**src/rtl/sw_pkg.sv**
```systemverilog
// Stopwatch shared types: FSM state encoding, BCD digit limits, widths.
// Used by sw_ctrl_cnt, its interface and the sw_bcd_digit sub-module.
package sw_pkg;

  typedef enum logic [1:0] {
    S_IDLE = 2'd0,
    S_RUN  = 2'd1,
    S_STOP = 2'd2
  } sw_state_e;

  localparam logic [3:0] DIG_MAX9 = 4'd9;
  localparam logic [3:0] DIG_MAX5 = 4'd5;

  localparam int TIME_W       = 24;
  localparam int TICK_DIV_DEF = 1600;

endpackage

```
**src/rtl/sw_ctrl_cnt_if.sv**
```systemverilog
// Button-level inputs and time/status outputs of the stopwatch stage.
// slave = stopwatch side, master = upstream sync / downstream display side.
interface sw_ctrl_cnt_if;
  import sw_pkg::*;

  logic              I_START_EN;
  logic              I_CLR_EN;
  logic              O_RUN;
  logic [TIME_W-1:0] O_TIME;
  logic              O_OVF;
  logic              O_LAP;

  modport slave (
    input  I_START_EN,
    input  I_CLR_EN,
    output O_RUN,
    output O_TIME,
    output O_OVF,
    output O_LAP
  );

  modport master (
    output I_START_EN,
    output I_CLR_EN,
    input  O_RUN,
    input  O_TIME,
    input  O_OVF,
    input  O_LAP
  );

endinterface

```
**src/rtl/sw_bcd_digit.sv**
```systemverilog
// One BCD digit counting 0..MAX; carry asserts when inc arrives at MAX.
// Chained six deep to form MM:SS.cc.
module sw_bcd_digit #(
  parameter logic [3:0] MAX = 4'd9
) (
  input  logic       clk,
  input  logic       rstn,
  input  logic       clr,
  input  logic       inc,
  output logic [3:0] q,
  output logic       carry
);

  logic [3:0] q_q, q_d;

  always_comb begin
    q_d = q_q;
    if (clr) begin
      q_d = 4'd0;
    end else if (inc) begin
      q_d = (q_q >= MAX) ? 4'd0 : q_q + 4'd1;
    end
  end

  always_ff @(posedge clk or negedge rstn) begin
    if (!rstn) q_q <= 4'd0;
    else       q_q <= q_d;
  end

  assign q     = q_q;
  assign carry = inc & (q_q == MAX);

endmodule

```
**src/rtl/sw_ctrl_cnt.sv**
```systemverilog
// Stopwatch control FSM, centisecond prescaler and MM:SS.cc BCD count.
// Optional lap hold (freeze O_TIME while counting) via SW_LAP_HOLD_EN.
module sw_ctrl_cnt
  import sw_pkg::*;
#(
  parameter int TICK_DIV = TICK_DIV_DEF,
  parameter int PRE_W    = 11
) (
  input logic          I_CLK,
  input logic          I_RSTN,
  sw_ctrl_cnt_if.slave bus
);

  sw_state_e  state_q, state_d;
  logic [PRE_W-1:0] pre_q, pre_d;
  logic prev_start_q, prev_clr_q;
  logic run_q, run_d;
  logic ovf_q, ovf_d;
  logic start_pe, clr_pe, tick, dig_clr;
  logic c0, c1, c2, c3, c4, c5;
  logic [3:0] cs_l, cs_h, sec_l, sec_h, min_l, min_h;
  logic [TIME_W-1:0] live;

  assign start_pe = bus.I_START_EN & ~prev_start_q;
  assign clr_pe   = bus.I_CLR_EN & ~prev_clr_q;
  assign tick     = (state_q == S_RUN) &&
                    (pre_q == PRE_W'(TICK_DIV - 1));

  always_comb begin
    state_d = state_q;
    pre_d   = pre_q;
    dig_clr = 1'b0;
    unique case (1'b1)
      (state_q == S_IDLE): begin
        if (start_pe) begin
          state_d = S_RUN;
          pre_d   = '0;
        end
      end
      (state_q == S_RUN): begin
        pre_d = tick ? '0 : pre_q + PRE_W'(1);
        if (start_pe) state_d = S_STOP;
      end
      (state_q == S_STOP): begin
        // clear outranks a simultaneous start here
        if (clr_pe) begin
          state_d = S_IDLE;
          pre_d   = '0;
          dig_clr = 1'b1;
        end else if (start_pe) begin
          state_d = S_RUN;
        end
      end
      default: state_d = S_IDLE;
    endcase
    run_d = (state_d == S_RUN);
    ovf_d = c5;
  end

  always_ff @(posedge I_CLK or negedge I_RSTN) begin
    if (!I_RSTN) begin
      state_q      <= S_IDLE;
      pre_q        <= '0;
      prev_start_q <= 1'b1;
      prev_clr_q   <= 1'b1;
      run_q        <= 1'b0;
      ovf_q        <= 1'b0;
    end else begin
      state_q      <= state_d;
      pre_q        <= pre_d;
      prev_start_q <= bus.I_START_EN;
      prev_clr_q   <= bus.I_CLR_EN;
      run_q        <= run_d;
      ovf_q        <= ovf_d;
    end
  end

  sw_bcd_digit #(.MAX(DIG_MAX9)) u_cs_l (
    .clk(I_CLK), .rstn(I_RSTN), .clr(dig_clr),
    .inc(tick), .q(cs_l), .carry(c0)
  );
  sw_bcd_digit #(.MAX(DIG_MAX9)) u_cs_h (
    .clk(I_CLK), .rstn(I_RSTN), .clr(dig_clr),
    .inc(c0), .q(cs_h), .carry(c1)
  );
  sw_bcd_digit #(.MAX(DIG_MAX9)) u_sec_l (
    .clk(I_CLK), .rstn(I_RSTN), .clr(dig_clr),
    .inc(c1), .q(sec_l), .carry(c2)
  );
  sw_bcd_digit #(.MAX(DIG_MAX5)) u_sec_h (
    .clk(I_CLK), .rstn(I_RSTN), .clr(dig_clr),
    .inc(c2), .q(sec_h), .carry(c3)
  );
  sw_bcd_digit #(.MAX(DIG_MAX9)) u_min_l (
    .clk(I_CLK), .rstn(I_RSTN), .clr(dig_clr),
    .inc(c3), .q(min_l), .carry(c4)
  );
  sw_bcd_digit #(.MAX(DIG_MAX5)) u_min_h (
    .clk(I_CLK), .rstn(I_RSTN), .clr(dig_clr),
    .inc(c4), .q(min_h), .carry(c5)
  );

  assign live = {min_h, min_l, sec_h, sec_l, cs_h, cs_l};

  assign bus.O_RUN = run_q;
  assign bus.O_OVF = ovf_q;

`ifdef SW_LAP_HOLD_EN
  logic              lap_q, lap_d;
  logic [TIME_W-1:0] hold_q, hold_d;

  // leaving RUN drops the hold so STOP shows the live value
  always_comb begin
    lap_d  = lap_q;
    hold_d = hold_q;
    if (state_q == S_RUN) begin
      if (start_pe) begin
        lap_d = 1'b0;
      end else if (clr_pe) begin
        lap_d = ~lap_q;
        if (!lap_q) hold_d = live;
      end
    end
  end

  always_ff @(posedge I_CLK or negedge I_RSTN) begin
    if (!I_RSTN) begin
      lap_q  <= 1'b0;
      hold_q <= '0;
    end else begin
      lap_q  <= lap_d;
      hold_q <= hold_d;
    end
  end

  assign bus.O_TIME = lap_q ? hold_q : live;
  assign bus.O_LAP  = lap_q;
`else
  assign bus.O_TIME = live;
  assign bus.O_LAP  = 1'b0;
`endif

endmodule
```
**src/flat_wrapper.sv**
```systemverilog
// flat-port wrapper written by rule: the top's interface ports become plain ports
module sw_ctrl_cnt_flat import sw_pkg::*;
#(
  parameter int TICK_DIV = TICK_DIV_DEF,
  parameter int PRE_W    = 11
)
  (I_CLK, I_RSTN, bus_I_START_EN, bus_I_CLR_EN, bus_O_RUN, bus_O_TIME, bus_O_OVF, bus_O_LAP);
  sw_ctrl_cnt_if bus_i ();
  input logic I_CLK;
  input logic I_RSTN;
  input wire logic [$bits(bus_i.I_START_EN)-1:0] bus_I_START_EN;
  input wire logic [$bits(bus_i.I_CLR_EN)-1:0] bus_I_CLR_EN;
  output wire logic [$bits(bus_i.O_RUN)-1:0] bus_O_RUN;
  output wire logic [$bits(bus_i.O_TIME)-1:0] bus_O_TIME;
  output wire logic [$bits(bus_i.O_OVF)-1:0] bus_O_OVF;
  output wire logic [$bits(bus_i.O_LAP)-1:0] bus_O_LAP;
  assign bus_i.I_START_EN = bus_I_START_EN;
  assign bus_i.I_CLR_EN = bus_I_CLR_EN;
  assign bus_O_RUN = bus_i.O_RUN;
  assign bus_O_TIME = bus_i.O_TIME;
  assign bus_O_OVF = bus_i.O_OVF;
  assign bus_O_LAP = bus_i.O_LAP;
  sw_ctrl_cnt #(.TICK_DIV(TICK_DIV), .PRE_W(PRE_W)) u_core (.I_CLK(I_CLK), .I_RSTN(I_RSTN), .bus(bus_i));
endmodule
```
**config.mk**
```make
export PLATFORM = sky130hd
export DESIGN_NAME = sw_ctrl_cnt_flat
export DESIGN_NICKNAME = d
export VERILOG_FILES = /design/src/rtl/sw_pkg.sv /design/src/rtl/sw_ctrl_cnt_if.sv /design/src/rtl/sw_bcd_digit.sv /design/src/rtl/sw_ctrl_cnt.sv /design/src/flat_wrapper.sv
export SDC_FILE = /design/constraint.sdc
export NUM_CORES = 1
export LEC_CHECK = 0
export ABC_AREA = 1
export CAP_MARGIN = 5
export CORE_ASPECT_RATIO = 0.5
export CORE_MARGIN = 5
export CORE_UTILIZATION = 45
export CTS_BUF_LIST = sky130_fd_sc_hd__clkbuf_4 sky130_fd_sc_hd__clkbuf_8
export DETAILED_ROUTE_END_ITERATION = 6
export HOLD_SLACK_MARGIN = 0.05
export PLACE_DENSITY = 0.67
export SYNTH_ARGS = -nofsm -noshare
export SYNTH_HDL_FRONTEND = slang
export SYNTH_SLANG_ARGS = --single-unit
```
**constraint.sdc**
```tcl
create_clock -name I_CLK -period 2 [get_ports I_CLK]
set_input_delay 0.4 -clock I_CLK [delete_from_list [all_inputs] [get_ports I_CLK]]
set_output_delay 0.4 -clock I_CLK [all_outputs]
set_load 0.005 [all_outputs]
```
; ---- Yosys cells after proc, flatten, opt, wreduce, memory -nomap -nowiden
; Cells that the tools add are included.
[totals]
reg_bits = 41
latchBits = 0
ram_bits = 0
romBits = 0
input_bits = 4
output_inout_bits = 27
wordCells = 85
n_memories = 0
[op_classes]
addsub = 7
mul = 0
n_div = 0
magnitude_cmp = 6
n_eq_ne = 12
shifts = 0
mux = 28
bitwise_logic = 10
n_reduce_logical = 10
[ops]
columns = op, count
row1 = 4-bit 2-to-1 mux, 18
row2 = 11-bit 2-to-1 mux, 3
row3 = 11-bit one-hot mux with 3 select lines, 1
row4 = 4-bit by 1-bit adder with 4-bit output (second input constant), 6
row5 = 4-bit == test (second input constant), 4
row6 = 4-bit >= comparator (second input constant), 4
row7 = 2-bit nonzero test, 6
row8 = 11-bit by 1-bit adder with 11-bit output (second input constant), 1
row9 = 11-bit == test (second input constant), 1
row10 = 1-bit bitwise AND, 8
row11 = 4-bit by 3-bit == test with 1-bit output (second input constant), 2
row12 = 4-bit by 3-bit >= comparator with 1-bit output (second input constant), 2
row13 = 2-bit 2-to-1 mux, 3
row14 = 2-bit one-hot mux with 3 select lines, 1
row15 = 2-bit by 1-bit == test with 1-bit output (second input constant), 2
row16 = 2-bit by 1-bit inequality test with 1-bit output (second input constant), 2
row17 = 3-bit AND reduction, 1
row18 = 3-bit nonzero test, 1
row19 = 2-bit == test (second input constant), 1
row20 = 2-bit logical NOT, 1
row21 = 1-bit 2-to-1 mux, 2
row22 = 1-bit inverter, 2
row23 = 1-bit logical AND, 1

; ---- Longest topological paths before layout
; Gate-level depths: netlist of run 1.
[logic_depth]
depth_word = 9
ltp_mapped = 9
mapped_depth_nobuf = 9

; ---- Modules after synthesis
; From an unflattened synthesis of run 1, not the netlist that was laid out.
[hier_totals]
hier_cells = 340
area_unflattened_um2 = 2560.0
[modules_own_cells]
columns = module, n_inst, cells_each, area_per_inst_um2, seq_area_each_um2
row1 = sw_bcd_digit (u_core.u_cs_h ...), 4, 34, 265.3, 100.1
row2 = sw_ctrl_cnt, 1, 124, 935.9, 427.9
row3 = sw_bcd_digit (u_core.u_min_h ...), 2, 40, 281.5, 100.1

; ---- Worst setup path before layout of run 1
; OpenSTA, ideal clock, no wires.
[synth_timing]
kind = flip-flop to flip-flop
start = register u_core.u_cs_h.q_q[1] (netlist: u_core.u_cs_h.q[1])
end = register u_core.u_min_l.q_q[0] (netlist: u_core.u_min_l.q[0])
setup_time_ns = 0.124
arrival_time_ns = 1.471
required_time_ns = 1.876
slack_ns = 0.405
stages_incl_launch_ff = 10
n_path_buf = 0
synth_period_minus_slack_ns = 1.595
path_cell_list = dfrtp_1 inv_1 ha_1 inv_1 nor3_2 inv_1 nor2_2 nand3_1 nand3_1 o21ai_2
[synth_via]
elab_chain_cells = 5
[synth_lines]
columns = item, line_no
row1 = "start, declared", sw_bcd_digit.sv:14  ; logic [3:0] q_q, q_d;
row2 = "start signal, assigned", sw_bcd_digit.sv:27  ; else q_q <= q_d;
row3 = 4-bit == test, sw_bcd_digit.sv:31  ; assign carry = inc & (q_q == MAX);
row4 = 1-bit bitwise AND (3 in series), sw_bcd_digit.sv:31
row5 = 2-bit nonzero test (no source line), n/a
row6 = "end signal, assigned", sw_bcd_digit.sv:27
row7 = "end, declared", sw_bcd_digit.sv:14
; No other way between the ends.
; A chain may end at the register's enable or synchronous reset.

; ---- Worst setup path in the final report of run 1
[layout_timing]
start = register u_core.u_cs_h.q_q[1] (netlist: u_core.u_cs_h.q[1])
end = register u_core.u_min_h.q_q[0] (netlist: u_core.u_min_h.q[0])
[layout_via]
elab_chain_cells = 6
[layout_lines]
columns = item, line_no
row1 = 4-bit == test, sw_bcd_digit.sv:31
row2 = 1-bit bitwise AND (4 in series), sw_bcd_digit.sv:31
row3 = 2-bit nonzero test (no source line), n/a
row4 = "end signal, assigned", sw_bcd_digit.sv:27
row5 = "end, declared", sw_bcd_digit.sv:14
; No other way between the ends.

==> results.yml, run 1 <==
routing:
  drtAntennaViolNets: 0
  first_pass_iters: 5
  remaining_drc_errors: 0
  drt_iter0_drc: 53
  wl_per_cell_microns: 12.41
  vias_per_cell: 5.080
  vias: 2154
  routed_wirelength_mm: 5.262
cells_and_area:
  fillers: 499
  drive_gt1_share_pct: 12.54
  finalNetCount: 373
  area_growth_pct: 20.77
  n_antenna_cell: 0
  fin_area_sq_um: 3084
  final_cells: 424
  multi_input_area_sq_um: 1325
  ff_latch_area_sq_um: 1028
flow_run:
  maxCapViolCount: 0
timing:
  final-setup-viol-count: 0
  hold_viol_final: 0
  maxSlewViolCount: 0
  finalClockSkew_ns: 0.006672
  finalCritPeriodShare_pct: 87.00
  setup-tns-final_ns: 0
  rsz0062_at_grt: "false"
  setup_slack_ns: 0.2600
  max_freq_mhz: 574.7
  fin_crit_ns: 1.740
hold_path:
  hold_path_class: "in -> async"
worst_setup_path:
  cp_common_cell: "inv_1"
  critPathCaptureType: "flip-flop"
  crit_type: "reg -> reg"
  r2r-end: "u_core.u_min_h.q[0]$_DFFE_PN0P_"
  crit_fanout: 5
  r2r_cells: 9
  r2r_start: "u_core.u_cs_h.q[1]$_DFFE_PN0P_"
  cp.required_ns: 2.19
  slowest_stage: "dfrtp_1"
  slowest_delay_ns: 0.43
  critPathArrivalTime_ns: 1.93
  rrSetupSlack_ns: 0.26
  cp-start-kind: "flip-flop"
  path_cells: "inv_1, ha_1, inv_1, nor3_4, inv_1, nor2_4, nand4_2, nand3_1, nand2_1"
logic_synthesis:
  synth_mux_area_share_pct: 0
  synth-edff-count: 0
  syn_area_per_cell_sq_um: 8.159
  synth_fa_ha_area_share_pct: 9.309
  synth_nets: 336
  seq_area_frac_synth_pct: 40.27
  synth-compound-area-share_pct: 8.966
  ys_top_cells_by_area: "dfrtp_1 38%, ha_1 9.3%, nand2_1 8.1%"
  ys_types: 36
  synth_cells: 313
  synth_top_family_by_area: "simple AND/OR/NAND/NOR gates"
  synth_top_area_share_pct: 38.22
  yosys.area_share.simple_pct: 29.94
  synth-xor-area-share_pct: 3.087
  synth_top_cells_by_count: "55 x nand2_1, 45 x inv_1, 39 x dfrtp_1"
  synth-seq-cells: 41
  synth_most_common_cell: "nand2_1"
  synthFlopType: "dfrtp_1"
  syn_area_sq_um: 2554
  synth_top_area_cell: "dfrtp_1"
  async_flop_share_pct: 100.0
  yosysWarnings: 0
floorplanning:
  ios: 31
  dieHeight_microns: 63.27
  die_x_microns: 116.5
  dieArea_sq_um: 7373
  core_area_sq_um: 5492
  fp-row-count: 19
  initial_utilization_pct: 46.50
global_route:
  antenna_found_initial: 0
  grt_usage_pct: 15.89
  grt_pass1_wl_mm: 9.577
  grt_start_max_net_pins: 23
  grt-ovfl-total: 0
  grt_pass1_vias: 2134
clocking:
  clk_latency_ns: 0.29
  postCtsSetupRepairBufs: 0
  numCtsBuffers: 5
  cts.repair.resized: 0
  path_clk_slew_ns: 0.09
  cts_root_buf: "clkbuf_8"
  cts_num_sinks: 41
  cts_tree: "built"
  htree_levels: 2
  cts_hold_buf: 0
  clockBufferDepth: 2
placement:
  placed_cell_area_sq_um: 2953
  portBuffers: 29
  hpwl_mm: 4.018
  place_ws_ns: 0.1045
  dp_cells: 416
  place_congestion: 0.8541
power:
  netSwitchingFraction_pct: 32.42
  irDropWorstVdd_mv: 0.3341
  p_sw_mw: 0.7237
  combPwrFrac_pct: 23.4
  power_leakage_nw: 1.457
  p_seq_share_pct: 44.8
  p_int_mw: 1.509
  p_total_mw: 2.232
  pwr-share-clk_pct: 31.8
  power.density_nw_per_um2: 723.8
outcome:
  status: "finished, final reports clean"
==> worst max-delay path by stage <==
stage,end,cells past startpoint,startpoint
detailed placement,u_core.pre_q[5]$_DFFE_PN0P_,9,bus_I_CLR_EN
global placement,u_core.pre_q[5]$_DFFE_PN0P_,9,bus_I_CLR_EN
CTS,u_core.u_min_h.q[0]$_DFFE_PN0P_,9,u_core.u_cs_h.q[1]$_DFFE_PN0P_
floorplan,u_core.u_min_l.q[0]$_DFFE_PN0P_,9,u_core.u_cs_h.q[1]$_DFFE_PN0P_
finish,u_core.u_min_h.q[0]$_DFFE_PN0P_,9,u_core.u_cs_h.q[1]$_DFFE_PN0P_
global route,u_core.u_min_h.q[1]$_DFFE_PN0P_,9,u_core.u_cs_l.q[1]$_DFFE_PN0P_
==> logic make-up (layout without fill, tap and decap cells) <==
group,count (synthesis),in the layout
AOI/OAI and AO/OA,40,40
xor gates and xnor gates,9,9
adders and majority gates,19,19
buffers and inverters,55,93
DFF,41,41
other,1,1
and+or+nand+nor,148,148
==> critical path: cells and delay by family, from the launching register on <==
family | cells | cell delay, ns
flops | 1 | 0.43
simple gates | 5 | 0.74
buf+inv | 3 | 0.31
fa+ha+maj | 1 | 0.16
==> metrics by stage <==
step                util, %  hold WS (ns)
floorplan                 -        0.1044
CTS                   55.96       0.07709
global route          56.16       0.09581
finish                56.16       0.06281
detailed placement    53.77        0.3970
global placement      53.77        0.3886
==> routing by layer <==
layer | GRT usage [%] | vias to the layer above | part of all wire, %
met5 | 0 | - | 0
met4 | 4.292 | 0 | 0.84
met3 | 3.920 | 5 | 2.9
met2 | 26.99 | 32 | 49
met1 | 20.19 | 1023 | 47
li1 | - | 1094 | -
==> cell type report <==
cell class	instances	area share (%)
Clock buffer	6	2.677
Clock inverter	2	1.217
Inverter	53	6.450
Multi-Input combinational cell	217	42.96
Sequential cell	41	33.35
Tap cell	73	2.961
Timing Repair Buffer	32	10.39
==> flip-flops by register name, indices dropped and copies added, names as in the netlist <==
register and cells:
u_core.u_min_h.q 4, u_core.u_min_l.q 4, u_core.prev_clr_q 1, u_core.u_sec_l.q 4, u_core.state_q 2, u_core.bus.O_RUN 1
u_core.bus.O_OVF 1, u_core.pre_q 11, u_core.u_cs_h.q 4, u_core.u_sec_h.q 4, u_core.prev_start_q 1, u_core.u_cs_l.q 4
==> layout by cell type, fill, tap and decap left out, drive strengths merged, types with 2 or more instances in the layout <==
cell,instances
buf,4
nor2,36
inv,53
dfstp,2
nand4,11
ha,19
nand3,29
clkbuf,6
clkdlybuf4s50,28
o21ai,15
o31ai,2
nand2,58
dfrtp,39
o22ai,6
xor2,7
a21oi,14
xnor2,2
nor3,11
==> power by group through the flow <==
| stage | clock network (mW) | registers [mW] | logic, mW |
|---|---|---|---|
| 6_report | 0.709 | 1.00 | 0.522 |
| 5_1_grt | 0.770 | 1.01 | 0.590 |
| 4_1_cts | 0.727 | 0.998 | 0.525 |
| 3_5_place_dp | 0 | 1.01 | 0.522 |
| 3_3_place_gp | 0 | 1.01 | 0.500 |
| 2_1_floorplan | 0 | 1.00 | 0.344 |
Note: power is estimated with default switching activity, not from simulation.
==> run 2, diff against run 1 <==
--- a/config.mk
+++ b/config.mk
@@ -14,6 +14,8 @@
 export DETAILED_ROUTE_END_ITERATION = 6
 export HOLD_SLACK_MARGIN = 0.05
 export PLACE_DENSITY = 0.67
+export REMOVE_ABC_BUFFERS = 1
+export SKIP_LAST_GASP = 1
 export SYNTH_ARGS = -nofsm -noshare
 export SYNTH_HDL_FRONTEND = slang
 export SYNTH_SLANG_ARGS = --single-unit
==> constraint.sdc (replaced) <==
create_clock -name I_CLK -period 2.1 [get_ports I_CLK]
set_input_delay 0.42 -clock I_CLK [delete_from_list [all_inputs] [get_ports I_CLK]]
set_output_delay 0.42 -clock I_CLK [all_outputs]
set_load 0.005 [all_outputs]
==> run 2 against run 1 <==
  * Register-to-register slack gained 0.04 ns
  * First-iteration DRC count is 120% higher
  * Combinational power decreased by 7.5%
  * Clock-buffer cell count rose by 1
  * Fmax shrank 3.2%
  * Via count fell by 0.60%
  * Sequential share of layout area rose by 0.59 points
==> results.yml, run 2 (synthesis gave the netlist of run 1 again) <==
timing:
  relSlewSlack_pct: 64.70
  setup_slack_ns: 0.3021
  hold_viol_final: 0
  maxSlewViolCount: 0
  rsz0062_at_grt: "false"
  finalClockSkew_ns: 0.006442
  fin_crit_ns: 1.798
  final-setup-viol-count: 0
  finalCritPeriodShare_pct: 85.62
  tightest_slew_ns: 0.5296
  setup-tns-final_ns: 0
  max_freq_mhz: 556.2
placement:
  dp_cells: 416
  portBuffers: 29
  hpwl_mm: 4.046
  place_ws_ns: 0.1616
  place_congestion: 0.9128
power:
  power_leakage_nw: 1.443
  irDropWorstVdd_mv: 0.2791
  power.density_nw_per_um2: 651.1
global_route:
  grt-ovfl-total: 0
  met2_usage_pct: 25.64
  grtUsageMet1_pct: 20.53
  antenna_found_initial: 0
  grt_busiest_layer: "met2"
  grt_pass1_wl_mm: 9.342
  met3_usage_pct: 3.633
  grt_start_max_net_pins: 24
  grt_pass1_vias: 2075
  grt_usage_pct: 15.65
cells_and_area:
  largest_register_ffs: 11
  final_cell_mix: "55 x nand2_1, 45 x inv_1, 39 x dfrtp_1"
  area_growth_pct: 18.67
  final_common_cell: "nand2_1"
  drive_gt1_share_pct: 12.29
  n_antenna_cell: 0
  finalNetCount: 373
  fillers: 499
  final_cells: 423
  top_register: "u_core.pre_q"
worst_setup_path:
  critPathArrivalTime_ns: 1.98
  critPathCaptureType: "flip-flop"
  crit_type: "reg -> reg"
  crit_fanout: 4
  cp.required_ns: 2.28
  cp-start-kind: "flip-flop"
clocking:
  cts.repair.resized: 0
  cts_num_sinks: 41
  postCtsSetupRepairBufs: 0
  htree_levels: 2
  cts_hold_buf: 0
  cts_tree: "built"
  cts_root_buf: "clkbuf_8"
  numCtsBuffers: 5
  clk_latency_ns: 0.29
  clockBufferDepth: 2
  path_clk_slew_ns: 0.08
floorplanning:
  core_area_sq_um: 5492
  dieHeight_microns: 63.27
  initial_utilization_pct: 46.50
  dieArea_sq_um: 7373
  die_x_microns: 116.5
  ios: 31
  fp-row-count: 19
routing:
  routed_wirelength_mm: 5.234
  first_pass_iters: 4
  remaining_drc_errors: 0
  drt_iter0_drc: 119
  wl_per_cell_microns: 12.37
  drtAntennaViolNets: 0
  vias: 2141
  vias_per_cell: 5.061
outcome:
  status: "finished, final reports clean"
flow_run:
  maxCapViolCount: 0
hold_path:
  hold_path_class: "in -> async"
==> run 2: cell types whose count changed in the layout (fill, tap and decap cells not counted), sizes merged <==
cell / delta
bufinv: -1
clkbuf: +1
clkinvlp: -1
==> run 2: through the flow <==
step	power, mW	util, %	hold WS (ns)	instance area, sq um
2_1_floorplan	1.279	-	0.1244	2541
3_3_place_gp	1.438	53.54	0.4208	2940
3_5_place_dp	1.447	53.54	0.4294	2940
4_1_cts	1.994	55.18	0.1133	3030
5_1_grt	2.093	55.18	0.1392	3030
6_report	1.973	55.18	0.09850	3030
==> run 2: where the power goes <==
group	switching, mW	internal [mW]
Sequential	0.0784	0.870
Combinational	0.307	0.176
Clock	0.267	0.274
==> run 2: critical path: stages, from the launching register on <==
cell and delay, ns:
dfrtp_1 0.42, inv_1 0.11, ha_1 0.15, inv_1 0.05, nor3_2 0.30, inv_1 0.09
nor2_2 0.20, nand3_1 0.18, nand3_1 0.13, o21ai_2 0.06
==> run 2: path summary, 6_finish.rpt <==
kind,startpoint,endpoint,slack (ns),cells after the start
setup / recovery,u_core.u_cs_h.q[1]$_DFFE_PN0P_,u_core.u_min_l.q[0]$_DFFE_PN0P_,0.30,9
hold / removal,I_RSTN,u_core.u_sec_h.q[1]$_DFFE_PN0P_,0.1,1
setup reg to reg,u_core.u_cs_h.q[1]$_DFFE_PN0P_,u_core.u_min_l.q[0]$_DFFE_PN0P_,0.30,9
hold reg to reg,u_core.pre_q[0]$_DFFE_PN0P_,u_core.pre_q[0]$_DFFE_PN0P_,0.53,1
max in group asynchronous,I_RSTN,u_core.u_cs_l.q[3]$_DFFE_PN0P_,1.43,2
min in group I_CLK,u_core.pre_q[0]$_DFFE_PN0P_,u_core.pre_q[0]$_DFFE_PN0P_,0.53,1
==> run 2: area by class of cell <==
class                      instances  area, sq um  area share (%)
inverter                          53        198.9           6.565
timing repair buffer              32        307.8           10.16
multi-input combinational        217         1314           43.35
clock buffer                       7        90.09           2.973
sequential                        41         1028           33.94
tap                               73        91.34           3.014
==> run 2: per-layer routing <==
metal  vias up  wire [microns]
met2        36            2515
met4         0              52
li1       1089               -
met3         5             171
met1      1011            2494
met5         -               0
==> run 3, diff against run 2 <==
--- a/config.mk
+++ b/config.mk
@@ -8,7 +8,7 @@
 export ABC_AREA = 1
 export CAP_MARGIN = 5
 export CORE_ASPECT_RATIO = 0.5
-export CORE_MARGIN = 5
+export CORE_MARGIN = 8
 export CORE_UTILIZATION = 45
 export CTS_BUF_LIST = sky130_fd_sc_hd__clkbuf_4 sky130_fd_sc_hd__clkbuf_8
 export DETAILED_ROUTE_END_ITERATION = 6
==> run 3 against run 2 <==
  * Sequential share of layout area is 0.14 points lower
  * Final area increased by 0.41%
  * Register-to-register slack worse by 0.06 ns
  * Sequential power about the same
  * Clock-buffer cell count is 1 higher
  * Critical path depth unchanged
  * Wire length is 3.2% higher
  * First-iteration DRC count fell by 3.4%
  * Hold slack worse by 0.016 ns
  * Total power up 1.8%
  * Fmax fell by 3.3%
  * Critical endpoint is now u_core.u_min_l.q[2]$_DFFE_PN0P_
  * Combinational power up 2%
==> results.yml, run 3 (synthesis gave the netlist of run 1 again) <==
outcome:
  status: "finished, final reports clean"
clocking:
  clk_latency_ns: 0.30
  cts_tree: "built"
  postCtsSetupRepairBufs: 0
  clockBufferDepth: 2
  cts.repair.resized: 0
  htree_levels: 2
  numCtsBuffers: 5
  cts_root_buf: "clkbuf_8"
  cts_hold_buf: 0
  path_clk_slew_ns: 0.08
  cts_num_sinks: 41
cells_and_area:
  final_cell_mix: "55 x nand2_1, 45 x inv_1, 39 x dfrtp_1"
  top_register: "u_core.pre_q"
  final_util_pct: 55.65
  n_antenna_cell: 0
  final_cells: 423
  finalNetCount: 372
  area_growth_pct: 19.16
  drive_gt1_share_pct: 12.29
  largest_register_ffs: 11
  final_common_cell: "nand2_1"
worst_setup_path:
  critPathCaptureType: "flip-flop"
  cp-start-kind: "flip-flop"
  crit_fanout: 4
  critPathArrivalTime_ns: 2.04
  crit_type: "reg -> reg"
  rrSetupSlack_ns: 0.24
  r2r-end: "u_core.u_min_l.q[2]$_DFFE_PN0P_"
  r2r_start: "u_core.u_cs_h.q[1]$_DFFE_PN0P_"
  r2r_cells: 9
  cp.required_ns: 2.28
placement:
  place_congestion: 0.8317
  dp_cells: 415
  hpwl_mm: 4.141
  portBuffers: 29
global_route:
  grt_pass1_wl_mm: 9.673
  grt_pass1_vias: 2143
  grt_start_max_net_pins: 23
  grt_usage_pct: 13.69
  grt-ovfl-total: 0
  antenna_found_initial: 0
floorplanning:
  dieHeight_microns: 69.27
  initial_utilization_pct: 46.70
  core_area_sq_um: 5468
  fp-row-count: 19
  ios: 31
  die_x_microns: 122.5
  dieArea_sq_um: 8488
power:
  power_leakage_nw: 1.447
  p_total_mw: 2.008
  irDropWorstVdd_mv: 0.3535
  power.density_nw_per_um2: 660.0
routing:
  drt_iter0_drc: 115
  vias_per_cell: 5.102
  routed_wirelength_mm: 5.400
  remaining_drc_errors: 0
  first_pass_iters: 4
  drtAntennaViolNets: 0
  wl_per_cell_microns: 12.77
  vias: 2158
flow_run:
  maxCapViolCount: 0
timing:
  setup-tns-final_ns: 0
  final-setup-viol-count: 0
  hold_viol_final: 0
  relSlewSlack_pct: 65.95
  rsz0062_at_grt: "false"
  maxSlewViolCount: 0
  max_freq_mhz: 537.9
  fin_crit_ns: 1.859
  finalClockSkew_ns: 0.005652
  tightest_slew_ns: 0.5108
  finalCritPeriodShare_pct: 88.53
hold_path:
  hold_path_class: "in -> async"
## run 3: cell count changes in the layout (fill, tap and decap cells not counted), sizes merged
cell and delta:
buf -1, clkbuf +1
## run 3: area by class of cell
| type | instances | area (sq um) |
|---|---|---|
| Clock buffer | 8 | 97.59 |
| Fill cell | 520 | 2425 |
| Inverter | 53 | 198.9 |
| Multi-Input combinational cell | 217 | 1314 |
| Sequential cell | 41 | 1028 |
| Tap cell | 73 | 91.34 |
| Timing Repair Buffer | 31 | 312.8 |
## run 3: worst max-delay path, cell delays in order, from the launching register on
cell	delay, ns
dfrtp_1	0.43
inv_1	0.11
ha_1	0.15
inv_1	0.05
nor3_2	0.30
inv_1	0.09
nor2_2	0.23
nand3_1	0.19
nand3_1	0.13
o21ai_2	0.06
## run 3: power by group
group | leakage (nW) | switching [mW] | total, mW | internal [mW]
sequential | 0.556 | 0.0821 | 0.952 | 0.870
combinational | 0.839 | 0.313 | 0.491 | 0.178
clock | 0.0523 | 0.271 | 0.565 | 0.294
## run 3: through the flow
stage	hold WS [ns]	setup slack (ns)	area, sq um
finish	0.08213	0.2409	3043
global route	0.1140	0.04448	3043
CTS	0.09898	0.2252	3043
detailed placement	0.4237	0.1825	2945
global placement	0.4191	0.2353	2945
floorplan	0.1244	0.5047	2541
## run 3: how the worst max path moves through the flow
stage	start	end	slack, ns	cells after the start
after CTS	u_core.u_cs_h.q[1]$_DFFE_PN0P_	u_core.u_min_l.q[0]$_DFFE_PN0P_	0.23	9
after global placement	bus_I_CLR_EN	u_core.pre_q[5]$_DFFE_PN0P_	0.24	9
after detailed placement	bus_I_CLR_EN	u_core.pre_q[5]$_DFFE_PN0P_	0.18	9
after floorplan	u_core.u_cs_h.q[1]$_DFFE_PN0P_	u_core.u_min_l.q[0]$_DFFE_PN0P_	0.50	9
after global routing	u_core.u_cs_h.q[1]$_DFFE_PN0P_	u_core.u_sec_h.q[2]$_DFFE_PN0P_	0.04	9
final	u_core.u_cs_h.q[1]$_DFFE_PN0P_	u_core.u_min_l.q[2]$_DFFE_PN0P_	0.24	9
## run 3: metal layers
| layer | global-route usage (%) | routed length (microns) | part of all wire [%] | vias up |
|---|---|---|---|---|
| li1 | - | - | - | 1091 |
| met1 | 16.63 | 2514 | 47 | 1025 |
| met2 | 22.59 | 2608 | 48 | 34 |
| met3 | 3.656 | 207 | 3.8 | 8 |
| met4 | 5.228 | 69 | 1.3 | 0 |
| met5 | 0 | 0 | 0 | - |
